### src/rtl/fetch_unit_if.sv
// Instruction-memory read port between the fetch stage and instruction memory.
interface fetch_unit_if;
  logic        ihit;
  logic [31:0] iload;
  logic        imemREN;
  logic [31:0] imemaddr;

  // Fetch stage issues reads and consumes returned words.
  modport master (input ihit, input iload, output imemREN, output imemaddr);
  // Instruction memory answers reads.
  modport slave  (output ihit, output iload, input imemREN, input imemaddr);
endinterface

### src/rtl/fetch_unit.sv
// Instruction-fetch stage with PC, redirect/stall handling and IF/ID latch.
module fetch_unit #(
  parameter logic [31:0] PC_INIT = 32'h0000_0000,
  parameter int unsigned CNT_W   = 16
) (
  input  logic             CLK,
  input  logic             RST,
  fetch_unit_if.master     imem,
  input  logic             mem_stall,
  input  logic             lw_nop,
  input  logic             halt,
  input  logic [1:0]       pcsrc,
  input  logic [31:0]      jr_addr,
  input  logic [31:0]      br_target,
  input  logic [25:0]      j_imm,
  input  logic [31:0]      ex_npc,
  output logic [31:0]      ifid_instr,
  output logic [31:0]      ifid_npc,
  output logic             ifid_valid,
  output logic [31:0]      pc_out,
  output logic [CNT_W-1:0] stall_cnt
);

  localparam int unsigned XLEN = 32;

  typedef enum logic {FETCH, HALTED} state_e;

  state_e           state_q, state_d;
  logic [XLEN-1:0]  pc_q, pc_d;
  logic [XLEN-1:0]  instr_q, instr_d;
  logic [XLEN-1:0]  npc_q, npc_d;
  logic             valid_q, valid_d;
  logic [CNT_W-1:0] cnt_q, cnt_d;
  logic [XLEN-1:0]  redir_tgt;
  logic [XLEN-1:0]  pc_plus4;
  logic [CNT_W-1:0] cnt_sat_inc;
  logic             unused_ex_npc;

  // Only the region bits of ex_npc take part in a J target.
  assign unused_ex_npc = ^ex_npc[27:0];

  // Read address tracks pc; reads stop once halted.
  assign imem.imemaddr = pc_q;
  assign imem.imemREN  = (state_q == FETCH);

  assign ifid_instr = instr_q;
  assign ifid_npc   = npc_q;
  assign ifid_valid = valid_q;
  assign pc_out     = pc_q;
  assign stall_cnt  = cnt_q;

  assign pc_plus4 = pc_q + XLEN'(4);

  // Redirect target selection, always word aligned.
  always_comb begin
    redir_tgt = pc_plus4;
    case (pcsrc)
      2'b01:   redir_tgt = jr_addr;
      2'b10:   redir_tgt = br_target;
      2'b11:   redir_tgt = {ex_npc[31:28], j_imm, 2'b00};
      default: redir_tgt = pc_plus4;
    endcase
    redir_tgt[1:0] = 2'b00;
  end

  // Saturating increment of the no-progress counter.
  always_comb begin
    cnt_sat_inc = cnt_q;
    if (cnt_q != {CNT_W{1'b1}}) cnt_sat_inc = cnt_q + CNT_W'(1);
  end

  // Next-state logic following the per-cycle event priority.
  always_comb begin
    state_d = state_q;
    pc_d    = pc_q;
    instr_d = instr_q;
    npc_d   = npc_q;
    valid_d = valid_q;
    cnt_d   = cnt_q;
    if (state_q == FETCH) begin
      if (halt) begin
        state_d = HALTED;
        instr_d = '0;
        npc_d   = '0;
        valid_d = 1'b0;
      end else if (mem_stall) begin
        cnt_d = cnt_sat_inc;
      end else if (pcsrc != 2'b00) begin
        pc_d    = redir_tgt;
        instr_d = '0;
        npc_d   = '0;
        valid_d = 1'b0;
      end else if (lw_nop) begin
        cnt_d = cnt_sat_inc;
      end else if (imem.ihit) begin
        pc_d    = pc_plus4;
        instr_d = imem.iload;
        npc_d   = pc_plus4;
        valid_d = 1'b1;
      end else begin
        instr_d = '0;
        npc_d   = '0;
        valid_d = 1'b0;
        cnt_d   = cnt_sat_inc;
      end
    end
  end

  // State and pipeline-latch registers with synchronous reset.
  always_ff @(posedge CLK) begin
    if (RST) begin
      state_q <= FETCH;
      pc_q    <= PC_INIT;
      instr_q <= '0;
      npc_q   <= '0;
      valid_q <= 1'b0;
      cnt_q   <= '0;
    end else begin
      state_q <= state_d;
      pc_q    <= pc_d;
      instr_q <= instr_d;
      npc_q   <= npc_d;
      valid_q <= valid_d;
      cnt_q   <= cnt_d;
    end
  end

endmodule

### src/flat_wrapper.sv
// flat-port wrapper written by rule: the top's interface ports become plain ports
module fetch_unit_flat 
#(
  parameter logic [31:0] PC_INIT = 32'h0000_0000,
  parameter int unsigned CNT_W   = 16
)
  (CLK, RST, mem_stall, lw_nop, halt, pcsrc, jr_addr, br_target, j_imm, ex_npc, ifid_instr, ifid_npc, ifid_valid, pc_out, stall_cnt, imem_ihit, imem_iload, imem_imemREN, imem_imemaddr);
  fetch_unit_if imem_i ();
  input  logic CLK;
  input  logic RST;
  input  logic mem_stall;
  input  logic lw_nop;
  input  logic halt;
  input  logic [1:0] pcsrc;
  input  logic [31:0] jr_addr;
  input  logic [31:0] br_target;
  input  logic [25:0] j_imm;
  input  logic [31:0] ex_npc;
  output logic [31:0] ifid_instr;
  output logic [31:0] ifid_npc;
  output logic ifid_valid;
  output logic [31:0] pc_out;
  output logic [CNT_W-1:0] stall_cnt;
  input wire logic [$bits(imem_i.ihit)-1:0] imem_ihit;
  input wire logic [$bits(imem_i.iload)-1:0] imem_iload;
  output wire logic [$bits(imem_i.imemREN)-1:0] imem_imemREN;
  output wire logic [$bits(imem_i.imemaddr)-1:0] imem_imemaddr;
  assign imem_i.ihit = imem_ihit;
  assign imem_i.iload = imem_iload;
  assign imem_imemREN = imem_i.imemREN;
  assign imem_imemaddr = imem_i.imemaddr;
  fetch_unit #(.PC_INIT(PC_INIT), .CNT_W(CNT_W)) u_core (.CLK(CLK), .RST(RST), .imem(imem_i), .mem_stall(mem_stall), .lw_nop(lw_nop), .halt(halt), .pcsrc(pcsrc), .jr_addr(jr_addr), .br_target(br_target), .j_imm(j_imm), .ex_npc(ex_npc), .ifid_instr(ifid_instr), .ifid_npc(ifid_npc), .ifid_valid(ifid_valid), .pc_out(pc_out), .stall_cnt(stall_cnt));
endmodule
### config.mk
export PLATFORM = sky130hd
export DESIGN_NAME = fetch_unit_flat
export DESIGN_NICKNAME = d
export VERILOG_FILES = /design/src/rtl/fetch_unit_if.sv /design/src/rtl/fetch_unit.sv /design/src/flat_wrapper.sv
export SDC_FILE = /design/constraint.sdc
export NUM_CORES = 1
export LEC_CHECK = 0
export CELL_PAD_IN_SITES_DETAIL_PLACEMENT = 1
export CELL_PAD_IN_SITES_GLOBAL_PLACEMENT = 1
export CORE_MARGIN = 8
export CORE_UTILIZATION = 30
export DETAILED_ROUTE_END_ITERATION = 10
export GPL_TIMING_DRIVEN = 0
export HOLD_SLACK_MARGIN = 0.05
export PLACE_DENSITY_LB_ADDON = 0.1
export REMOVE_ABC_BUFFERS = 1
export SLEW_MARGIN = 0
export SYNTH_ARGS = -nofsm -noshare
export SYNTH_HDL_FRONTEND = slang
export SYNTH_SLANG_ARGS = --single-unit
### constraint.sdc
create_clock -name CLK -period 3.9 [get_ports CLK]
set_input_delay 0.585 -clock CLK [delete_from_list [all_inputs] [get_ports CLK]]
set_output_delay 0.585 -clock CLK [all_outputs]
set_load 0.02 [all_outputs]
* Word-level counts from Yosys, hierarchy flattened
Cells that the tools add are included.
** Storage, ports and cells
- Memory bits (writable) :: 0
- Flip-flop bits (word level) :: 114
- Input port bits :: 162
- Output and inout bits :: 146
- Bits in latches :: 0
- Memories :: 0
- Memory bits (read-only) :: 0
** Operators by class
- Equality and inequality tests :: 9
- Bitwise gates (word level) :: 3
- $add $sub $neg :: 2
- $lt $le $gt $ge :: 0
- Mux-type cells :: 26
- Multipliers :: 0
- Reductions and logical operators :: 5
- Div/mod/pow operators :: 0
- Shift-type cells :: 0
** Operator list (number)
- $mux W32 :: 13
- $pmux W32 S3 :: 1
- $mux W16 :: 5
- $add A32 B3 Y32 const B :: 1
- $add A16 B1 Y16 const B :: 1
- $ne A16 B16 Y1 const B :: 1
- $mux W1 :: 7
- $reduce_and A5 Y1 :: 1
- $eq A2 B2 Y1 const B :: 2
- $ne A2 B1 Y1 const B :: 2
- $reduce_and A4 Y1 :: 1
- $reduce_bool A2 Y1 :: 2
- $ne A3 B1 Y1 const B :: 1
- $ne A3 B3 Y1 const B :: 1
- $not A1 Y1 :: 3
- $reduce_and A3 Y1 :: 1
- $eq A2 B1 Y1 const B :: 1
- $ne A2 B2 Y1 const B :: 1

* Depth between registers and ports, before layout
Gate-level depths: netlist of the first run.
- Depth after elaboration :: 6
- Mapped depth :: 8

* Worst setup path after synthesis of the first run
OpenSTA, ideal clock, no wires.
- Path kind :: register -> register
- Start :: reg u_core.pc_q[10], in the netlist u_core.imem.imemaddr[10]
- End :: reg u_core.npc_q[30], in the netlist u_core.ifid_npc[30]
- Slack :: 1.459 ns
- Stages on the path, launching flop included :: 8
- Library setup time :: 0.117 ns
- Arrival time :: 2.324 ns
- Required time :: 3.783 ns
- Cells stage by stage :: dfxtp_1 -> buf_2 -> nand4_2 -> or4_4 -> buf_6 -> or4_4 -> xnor2_2 -> a22o_1
** On the way
- Longest elaborated chain between the ends :: 6
** RTL lines
- from (decl) :: RTL line fetch_unit.sv:29 : logic [XLEN-1:0] pc_q, pc_d;
- from (signal assigned) :: RTL line fetch_unit.sv:120 : pc_q <= pc_d;
- $add A32 B3 Y32 :: RTL line fetch_unit.sv:52 : assign pc_plus4 = pc_q + XLEN'(4);
- $mux W32 :: RTL line fetch_unit.sv:95 : end else if (imem.ihit) begin
- $mux W32 :: RTL line fetch_unit.sv:93 : end else if (lw_nop) begin
- $mux W32 :: RTL line fetch_unit.sv:88 : end else if (pcsrc != 2'b00) begin
- $mux W32 :: RTL line fetch_unit.sv:86 : end else if (mem_stall) begin
- $mux W32 :: RTL line fetch_unit.sv:81 : if (halt) begin
- to (signal assigned) :: RTL line fetch_unit.sv:122 : npc_q <= npc_d;
- to (decl) :: RTL line fetch_unit.sv:31 : logic [XLEN-1:0] npc_q, npc_d;
Every way passes these cells. The select of a mux whose other input is x is not followed.
A chain may end at the register's enable or synchronous reset.

* Worst setup path after layout of the first run
- Start :: in halt
- End :: reg u_core.npc_q[30], in the netlist u_core.ifid_npc[30]
** On the way
- Longest elaborated chain between the ends :: 2
- Elaborated cells between the ends (all ways) :: 4
- Those cells by class :: 2 x eq/ne; 1 x mux; 1 x reduce/logical
** RTL lines
- from (decl) :: RTL line flat_wrapper.sv:13 : input logic halt;
- $ne A3 B1 Y1 (no line) / $ne A2 B1 Y1 (equally long branches)
- $reduce_and A3 Y1 (no line)
Several ways; a longest one is shown, not always the timed one.

==> impl_results.md, run 1 <==
* Status: complete, no violations
* EDFF count, synth at 0
* Synth top area cells: dfxtp_1 (38%), a22oi_1 (6.6%), nor2_1 (4.9%)
* VDD IR max at 200.2 µV
* Worst slew pin tran at 1.012 ns
* Initial antenna violation count at 0
* Crit path max fanout at 18
* Hold Path End: u_core.ifid_npc[25]
* Worst Reg-to-Reg Cells at 6
* Die Y-Extent at 155.9 µm
* Clock root cell: clkbuf_16
* Clock sink total at 111
* Largest stage delay, worst path at 0.73 ns
* RSZ-0062 raised after global routing: no
* Fin Hold WS at roughly 0.46 ns
* I/O pins at between 300 and 400
* Post-Syn Area per Cell at 8.610 µm²
* Placed Instances at 1,138
* Yosys cell types at between 60 and 70
* GPL Wtd Cong at 0.8052
* Prevailing post-synth register cell: dfxtp_1
* CP Launch Type: input pin
* Flop-to-flop setup slack at 0.89 ns
* Total track usage at between 15 and 20%
* Nets@finish at 1,049
* Sequential Area at 0.002222 mm²
* Critical R2R Capture: u_core.ifid_npc[30]
* Yosys warns at 0
* Final-layout fill cell count at 2,261
* CP required at 4.19 ns
* Total number of vias at 6,124
* Synth Instances at 682
* H-tree depth at 3
* CP Class: input pin to flip-flop
* Ys async rst share at 0%
* Class of the worst hold path: flip-flop to flip-flop
* Number of CTS-inserted buffers at 9
* Total congestion overflow at 0
* Min Tclk post-route at 3.489 ns
* Avg WL per Cell at 21.34 µm
* Hold Vio Cnt, Final at 0
* CTS Buffer Depth at 2
* Fmax at approximately 0.29 GHz
* Pins Over Slew Limit at 0
* Vias/cell at about 5.3
* Router iterations before antenna repair at 4
* Setup bufs post-CTS at 0
* Final wirelength at roughly 25,000 µm
* Rows at 51
* Pre-CTS setup slack at 0.02002 ns
* I/O Buffers at 271
* TritonCTS clock tree: yes
* Mapped Area at 0.005872 mm²
* Fin crit share at 89.46%
* Top cell type's share of synthesized area at a little under two fifths
* CTS-repair resized insts at 0
* CP Capture Type: flip-flop
* Hpwl dp at ~18,000 µm
* Clock transition at path regs at 0.08 ns
* Hold path depth at 2
* Chip width at approximately 160 µm
* Launching point of the worst reg2reg path: u_core.state_q
* P_leak at around 3 nW
* Final antenna-violating net count at 0
* Area of the multi-input gates at 0.003166 mm²
* Core area at 0.01933 mm²
* Non-filler instance count after layout at 1,155
* Initial core utilization at 30.37%
* Critical Path Slowest Stage Cell: nor2_2
* CP Cell Sequence: clkdlybuf4s50_1 -> nor3_1 -> a21boi_2 -> buf_8 -> nand2_1 -> nor2_2 -> a22o_1
* Clk Latency, worst-skew pair at 0.36 ns
* Max Cap Viol at 0
* Cell taking the most area after synthesis: dfxtp_1
* Hold path start: u_core.ifid_npc[25]
* Drt drc at 0
* Crit path DAT at 3.78 ns
* Ratio of cells with drive above 1 in the final layout at just over 8%
* Max_slew headroom at 31.89%
* Pin count of the biggest net entering global routing at 56
* Syn-to-layout area delta at 51.10%
* Initial DRC Count at 298
* First-pass GRT wire length at 37,520 µm
* Vias in the first global route at 6,622
* ANT cells at 0
* Synth Register Bits at 111
* Die area at approximately 0.024 mm²
* Final Skew at 0.01127 ns
* Final setup viols at 0
* Crit-path leading delay family: simple AND/OR/NAND/NOR gates
* Power Dens Cells at 293.1 mW/mm²
* CTS Hold Bufs at 0
* PnR worst setup slack at 0.4111 ns
* WP buf/inv at 2
* Register area share after synthesis at a little under two fifths
==> cell families after synthesis <==
logic type,Yosys count,synth area share (%)
fa+ha+maj,2,0.4261
other cells,1,0.06386
flops,111,37.84
buf+inv,99,8.928
compound gates,190,22.80
simple gates,212,17.81
mux,33,6.925
xor+xnor,34,5.199
==> how the worst max path moves through the flow <==
stage	startpoint	endpoint	slack [ns]	depth (start not counted)
CTS	halt	u_core.ifid_npc[26]	0.39	7
finish	halt	u_core.ifid_npc[30]	0.41	7
global route	halt	u_core.ifid_npc[21]	0.26	7
global placement	pcsrc[1]	u_core.ifid_npc[21]	-6.36	6
floorplan	pcsrc[0]	u_core.ifid_npc[13]	-0.87	5
detailed placement	halt	u_core.ifid_npc[30]	0.02	7
==> through the flow <==
step                TNS [ns]  power, mW  instance area [µm²]  util, %
detailed placement         0      1.709                 8586    44.41
finish                     0      2.601                 8872    45.89
global route               0      2.716                 8872    45.89
global placement     -473.03      1.684                 8437    43.64
CTS                        0      2.636                 8867    45.86
floorplan             -34.59      1.394                 5393        -
==> Yosys cell counts (6+ instances only) <==
cell and count:
dfxtp_1 111, buf_4 35, nand3_1 25, buf_1 7, a22oi_1 52, xor2_1 9
nor4_1 13, a21oi_1 36, nand2_1 34, buf_2 10, nor3_1 13, clkbuf_1 36
a31oi_1 6, inv_1 9, or3_1 8, a22o_1 18, mux2i_1 8, nand4_1 16
o21ai_0 28, nor2_1 76, xnor2_1 24, mux2_2 21
==> cell usage in the layout, fill, tap and decap left out, types with 5 or more instances in the layout <==
cell and count:
clkdlybuf4s50_1 268, dfxtp_1 111, nor2_1 74, a22oi_1 52, a21oi_1 36, nand2_1 34
o21ai_0 27, nand3_1 25, xnor2_1 24, mux2_2 21, a22o_1 18, nand4_1 16
nor3_1 13, nor4_1 13, inv_1 9, xor2_1 9, clkbuf_16 9, or3_1 8
mux2i_1 8, a31oi_1 6, or2_2 5, a211oi_1 5
==> power by group <==
part	switching [mW]	leakage, nW	internal, mW
clock	0.476	0.125	0.445
combinational	0.229	1.95	0.257
sequential	0.0397	0.898	1.15
total	0.745	2.97	1.86
==> sequential cells by signal (all words and copies together) (netlist names) <==
signal,count
u_core.ifid_instr,32
u_core.ifid_npc,31
u_core.ifid_valid,1
u_core.imem.imemaddr,30
u_core.stall_cnt,16
u_core.state_q,1
==> per-layer routing <==
metal  vias to the layer above  wire length, µm  GRT usage [%]
met2                       180            12190          34.65
met3                        19             1471          4.377
met5                         -                0              0
met1                      3043            10560          22.91
li1                       2882                -              -
met4                         0              422          6.423
==> layout make-up <==
type / instances / area share (%)
multi-input combinational: 475 / 35.68
timing repair buffer: 279 / 31.98
sequential: 111 / 25.05
tap: 265 / 3.737
clock buffer: 10 / 2.581
clock inverter: 6 / 0.5923
inverter: 9 / 0.3808
==> worst register-to-register path, cell delays in order (launching register included) <==
cell and delay (ns):
dfxtp_1 0.34, nor3_1 0.57, a21boi_2 0.72, buf_8 0.25
nand2_1 0.12, nor2_2 0.73, a22o_1 0.24
Power figures use the tool's default switching activity.
==> run 2, diff against run 1 <==
Settings changed: GPL_ROUTABILITY_DRIVEN set to 0, MAX_ROUTING_LAYER set to met4.
==> run 2 against run 1 <==
- worst hold slack is essentially flat
- first-iteration DRC count grew 5.7%
- largest cell class unchanged
- sequential cell count is the same
- combinational power is essentially flat
- utilization is the same
- sequential share of layout area is the same
- wire length shrank 0.47%
- critical endpoint unchanged
- non-clock buffer count is the same
- clock-buffer cell count is the same
- setup slack lost 0.015 ns
- die area is the same
==> impl_results.md, run 2 (same netlist as run 1, synthesis figures left out) <==
* Status: complete, no violations
* Class of the worst hold path: flip-flop to flip-flop
* Largest register FFs at 32 (unchanged)
* Vias in the first global route at 6,633 (+0.17%)
* Final antenna-violating net count at 0 (unchanged)
* Drt drc at 0 (unchanged)
* Commonest non-fill, non-tap cells in the layout: clkdlybuf4s50_1 (268), dfxtp_1 (111), nor2_1 (74), a22oi_1 (52), a21oi_1 (36)
* Total number of vias at 6,122 (-0.033%)
* Die Y-Extent at 155.9 µm (unchanged)
* CP required at 4.19 ns (about the same)
* P_leak at 2.972 nW (unchanged)
* First-pass GRT wire length at 37,500 µm (about the same)
* Setup TNS at 0 ns (unchanged)
* Max Cap Viol at 0 (unchanged)
* Clock sink total at 111 (unchanged)
* Crit path DAT at 3.80 ns (+0.02 ns)
* I/O Buffers at 271 (unchanged)
* Core area at 0.01933 mm² (unchanged)
* Syn-to-layout area delta at 51.10% (unchanged)
* Crit path max fanout at 18 (unchanged)
* Worst slew pin tran at 0.9723 ns (-0.04004 ns)
* Vias/cell at 5.300 (about the same)
* Initial DRC Count at 315 (+5.7%)
* Max_slew headroom at 34.59% (+2.7 points)
* Chip width at 155.9 µm (unchanged)
* Max layer used: met4
* CP Launch Type: input pin
* Hpwl dp at 18,260 µm (unchanged)
* Final-layout fill cell count at 2,261 (unchanged)
* RSZ-0062 raised after global routing: no
* CP Capture Type: flip-flop
* Initial core utilization at 30.37% (unchanged)
* Pins Over Slew Limit at 0 (unchanged)
* Min Tclk post-route at 3.504 ns (+0.01535 ns)
* Fin crit share at 89.85% (+0.39 points)
* Final wirelength at 24,530 µm (-0.47%)
* Total power at 2.598 mW (-0.12%)
* TritonCTS clock tree: yes
* CP Class: input pin to flip-flop
* Hold Vio Cnt, Final at 0 (unchanged)
* H-tree depth at 3 (unchanged)
* CP Cell Sequence: clkdlybuf4s50_1 -> nor3_1 -> a21boi_2 -> buf_8 -> nand2_1 -> nor2_2 -> a22o_1
* Ratio of cells with drive above 1 in the final layout at 8.202% (unchanged)
* Rows at 51 (unchanged)
* Final Skew at 0.01123 ns (-0.00004460 ns)
* Die area at 0.02431 mm² (unchanged)
* Critical Path Slowest Stage Cell: nor2_2
* Clock root cell: clkbuf_16
* Clk Latency, worst-skew pair at 0.35 ns (about the same)
* Total congestion overflow at 0 (unchanged)
* Clock transition at path regs at 0.08 ns (about the same)
* Total track usage at 20.15% (+0.57 points)
* Met2 WL at 12,120 µm (-0.57%)
* WP buf/inv at 2 (unchanged)
* Met3 WL at 1371 µm (-6.8%)
* ANT cells at 0 (unchanged)
* CTS-repair resized insts at 0 (unchanged)
* Avg WL per Cell at 21.24 µm (-0.47%)
* Met1 WL at 10,600 µm (+0.39%)
* Crit-path leading delay family: simple AND/OR/NAND/NOR gates
* CTS Buffer Depth at 2 (unchanged)
* Setup bufs post-CTS at 0 (unchanged)
* Fmax at 0.2854 GHz (-0.44%)
* Commonest non-fill, non-tap cell in the layout: clkdlybuf4s50_1
* Pin count of the biggest net entering global routing at 56 (unchanged)
* CTS Hold Bufs at 0 (unchanged)
* I/O pins at 308 (unchanged)
* VDD IR max at 197.3 µV (-1.4%)
* Power Dens Cells at 292.8 mW/mm² (-0.12%)
* Final setup viols at 0 (unchanged)
* Largest stage delay, worst path at 0.74 ns (about the same)
* Initial antenna violation count at 0 (unchanged)
* Router iterations before antenna repair at 4 (unchanged)
* Number of CTS-inserted buffers at 9 (unchanged)
* Sequential Area at 0.002222 mm² (unchanged)
* Nets@finish at 1,049 (unchanged)
* Area of the multi-input gates at 0.003166 mm² (unchanged)
==> run 2: cell counts in the layout (fill, tap and decap cells not counted) <==
No cell type changed its count.
==> run 2: final cells by class <==
type,instances,share of cell area (%)
Multi-Input combinational cell,475,35.68
Timing Repair Buffer,279,31.98
Sequential cell,111,25.05
Tap cell,265,3.737
Clock buffer,10,2.581
Clock inverter,6,0.5923
Inverter,9,0.3808
==> run 2: final timing paths <==
kind | start | endpoint | slack, ns | cells after the start
max | halt | u_core.ifid_npc[30] | 0.40 | 7
min | u_core.ifid_npc[25] | u_core.ifid_npc[25] | 0.46 | 2
max reg2reg | u_core.state_q | u_core.ifid_npc[30] | 0.87 | 6
min reg2reg | u_core.ifid_npc[25] | u_core.ifid_npc[25] | 0.46 | 2
==> run 2: metrics by stage <==
step / area [µm²] / util [%] / hold slack, ns / setup slack [ns] / cells
final: 8872 / 45.89 / 0.4636 / 0.3957 / 1155
after global routing: 8872 / 45.89 / 0.4693 / 0.2552 / 1155
after CTS: 8867 / 45.86 / 0.4623 / 0.3939 / 1154
after detailed placement: 8586 / 44.41 / 0.4514 / 0.02002 / 1138
after global placement: 8437 / 43.64 / 0.4457 / -6.359 / 1131
after floorplan: 5393 / - / 0.4819 / -0.8661 / 595
==> run 2: routing by layer <==
metal / GRT usage (%) / vias up
met3: 3.490 / 24
met4: 6.423 / 0
met5: - / -
li1: - / 2878
met1: 23.56 / 3032
met2: 34.57 / 188
==> run 2: power by group <==
| part | switching (mW) | total, mW | internal, mW |
|---|---|---|---|
| Clock | 0.475 | 0.919 | 0.445 |
| Combinational | 0.227 | 0.484 | 0.257 |
| Sequential | 0.0397 | 1.19 | 1.15 |
==> run 2: worst min-delay path: stages, from the launching register on <==
cell and delay [ns]:
dfxtp_1 0.32, nand2_1 0.05, a21oi_1 0.05
==> RTL change: new RTL, config.mk and constraints of run 2 <==
Take the reset off `instr_q` and load it in a clocked block of its own.
--- a/src/rtl/fetch_unit.sv
+++ b/src/rtl/fetch_unit.sv
@@ -113,3 +113,2 @@
       pc_q    <= PC_INIT;
-      instr_q <= '0;
       npc_q   <= '0;
@@ -120,3 +119,2 @@
       pc_q    <= pc_d;
-      instr_q <= instr_d;
       npc_q   <= npc_d;
@@ -127,2 +125,6 @@
 
+  always_ff @(posedge CLK) begin
+    instr_q <= instr_d;
+  end
+
 endmodule
Check against the original RTL: not equivalent (Yosys sat finds a counterexample within 4 cycles, from zero or initial values and one cycle with RST high).
==> RTL change against run 2 <==
Clock power up 6.7%. Core utilization fell by 0.42 points. Count of clock-buffer cells in the layout shrank 1. Power grew 8.0%. Register-to-register slack improved by 0.09 ns. Sequential cell count unchanged. Synthesized area increased by 6.1%. Cell area is 4.0% higher. Setup slack gained 0.24 ns. Final cell count increased by 1.2%. Wire length is 1.6% lower. Sequential share of layout area up 2.5 points. First-iteration DRC count fell by 12%. Critical path type unchanged. Critical endpoint is now u_core.ifid_npc[12].
==> RTL change: results (changes against run 2) <==
crit_fanout: 27  # +9
dr.pass1.iters: 5  # +1
slowest_delay_ns: 0.63  # -0.11 ns
netlist_instances: 686  # +0.59%
grt_pass1_wl_um: 37610  # +0.28%
dpl.cell_count: 1152  # +1.2%
dpl.hpwl_um: 18560  # +1.7%
ir_worst_vdd_v: 0.0002050  # +3.9%
p_total_mw: 2.806  # +8.0%
cp_top_family: "buffers and inverters"
reg2reg_from: "u_core.imem.imemaddr[5]"
grt_max_degree: 38  # -32%
synth_edf_count: 32  # +32
num_vias: 5958  # -2.7%
p_int_mw: 2.029  # +9.4%
nets: 1058  # +0.86%
synth_compound_area_share_pct: 15.45  # -7.3 points
synth_cell_types: 69  # +3.0%
muxShareOfSynthArea_pct: 7.012  # +0.087 points
crit_slowest_cell: "clkinv_1"
dp_slack_ns: -0.04374  # -0.06376 ns
power_frac_comb_pct: 19.6  # +1.0 points
outcome: "completed"
finalClockSkew_ns: 0.01108  # -0.0001411 ns
worstHoldStart: "u_core.ifid_npc[31]"
drive_above_1_share_pct: 7.675  # -0.53 points
reg2reg_depth: 5  # -1
synth_area_leaders: "dfxtp_1, edfxtp_1, buf_4"
synth_xor_area_share_pct: 4.641  # -0.56 points
clock_net_power_mw: 0.981  # +6.7%
RTL change: cell types whose count changed in the layout (fill, tap and decap cells not counted), sizes merged, moves of 5 or more:
| cell | before | now |
|---|---|---|
| and2 | 1 | 35 |
| xor2 | 9 | 4 |
| inv | 11 | 17 |
| edfxtp | 0 | 32 |
| o21ai | 28 | 46 |
| a22oi | 52 | 16 |
| a22o | 18 | 7 |
| and4 | 2 | 9 |
| nand2 | 34 | 52 |
| nor2 | 77 | 54 |
| dfxtp | 111 | 79 |
RTL change: final timing paths:
| kind | endpoint | slack [ns] |
|---|---|---|
| hold reg to reg | u_core.ifid_npc[31] | 0.45 |
| setup reg to reg | u_core.imem.imemaddr[17] | 0.96 |
| hold / removal | u_core.ifid_npc[31] | 0.45 |
| setup / recovery | u_core.ifid_npc[12] | 0.63 |
RTL change: logic make-up after synthesis:
group / Yosys count
adder cells (fa/ha/maj): 2
XOR/XNOR: 33
AO/OA/AOI/OAI: 148
multiplexers: 36
buffers and inverters: 99
flip-flops: 111
AND/OR/NAND/NOR: 256
other: 1
RTL change: layer usage:
layer	wire [µm]	global-route usage, %	vias up
li1	-	-	2854
met1	10400	22.33	2922
met4	227	3.526	0
met2	12390	32.72	168
met5	0	-	-
met3	1118	3.882	14
RTL change: worst min-delay path: stages, from the launching register on:
cell	delay (ns)
dfxtp_1	0.31
nand2_1	0.05
o21ai_1	0.05
RTL change: final cells by class:
cell class                      count  area, µm²
Fill cell                        2319      11070
Multi-Input combinational cell    479       3146
Timing Repair Buffer              278       2843
Sequential cell                   111       2542
Tap cell                          270      337.8
Clock buffer                        9      225.2
Clock inverter                      7      78.83
Inverter                           15      56.30
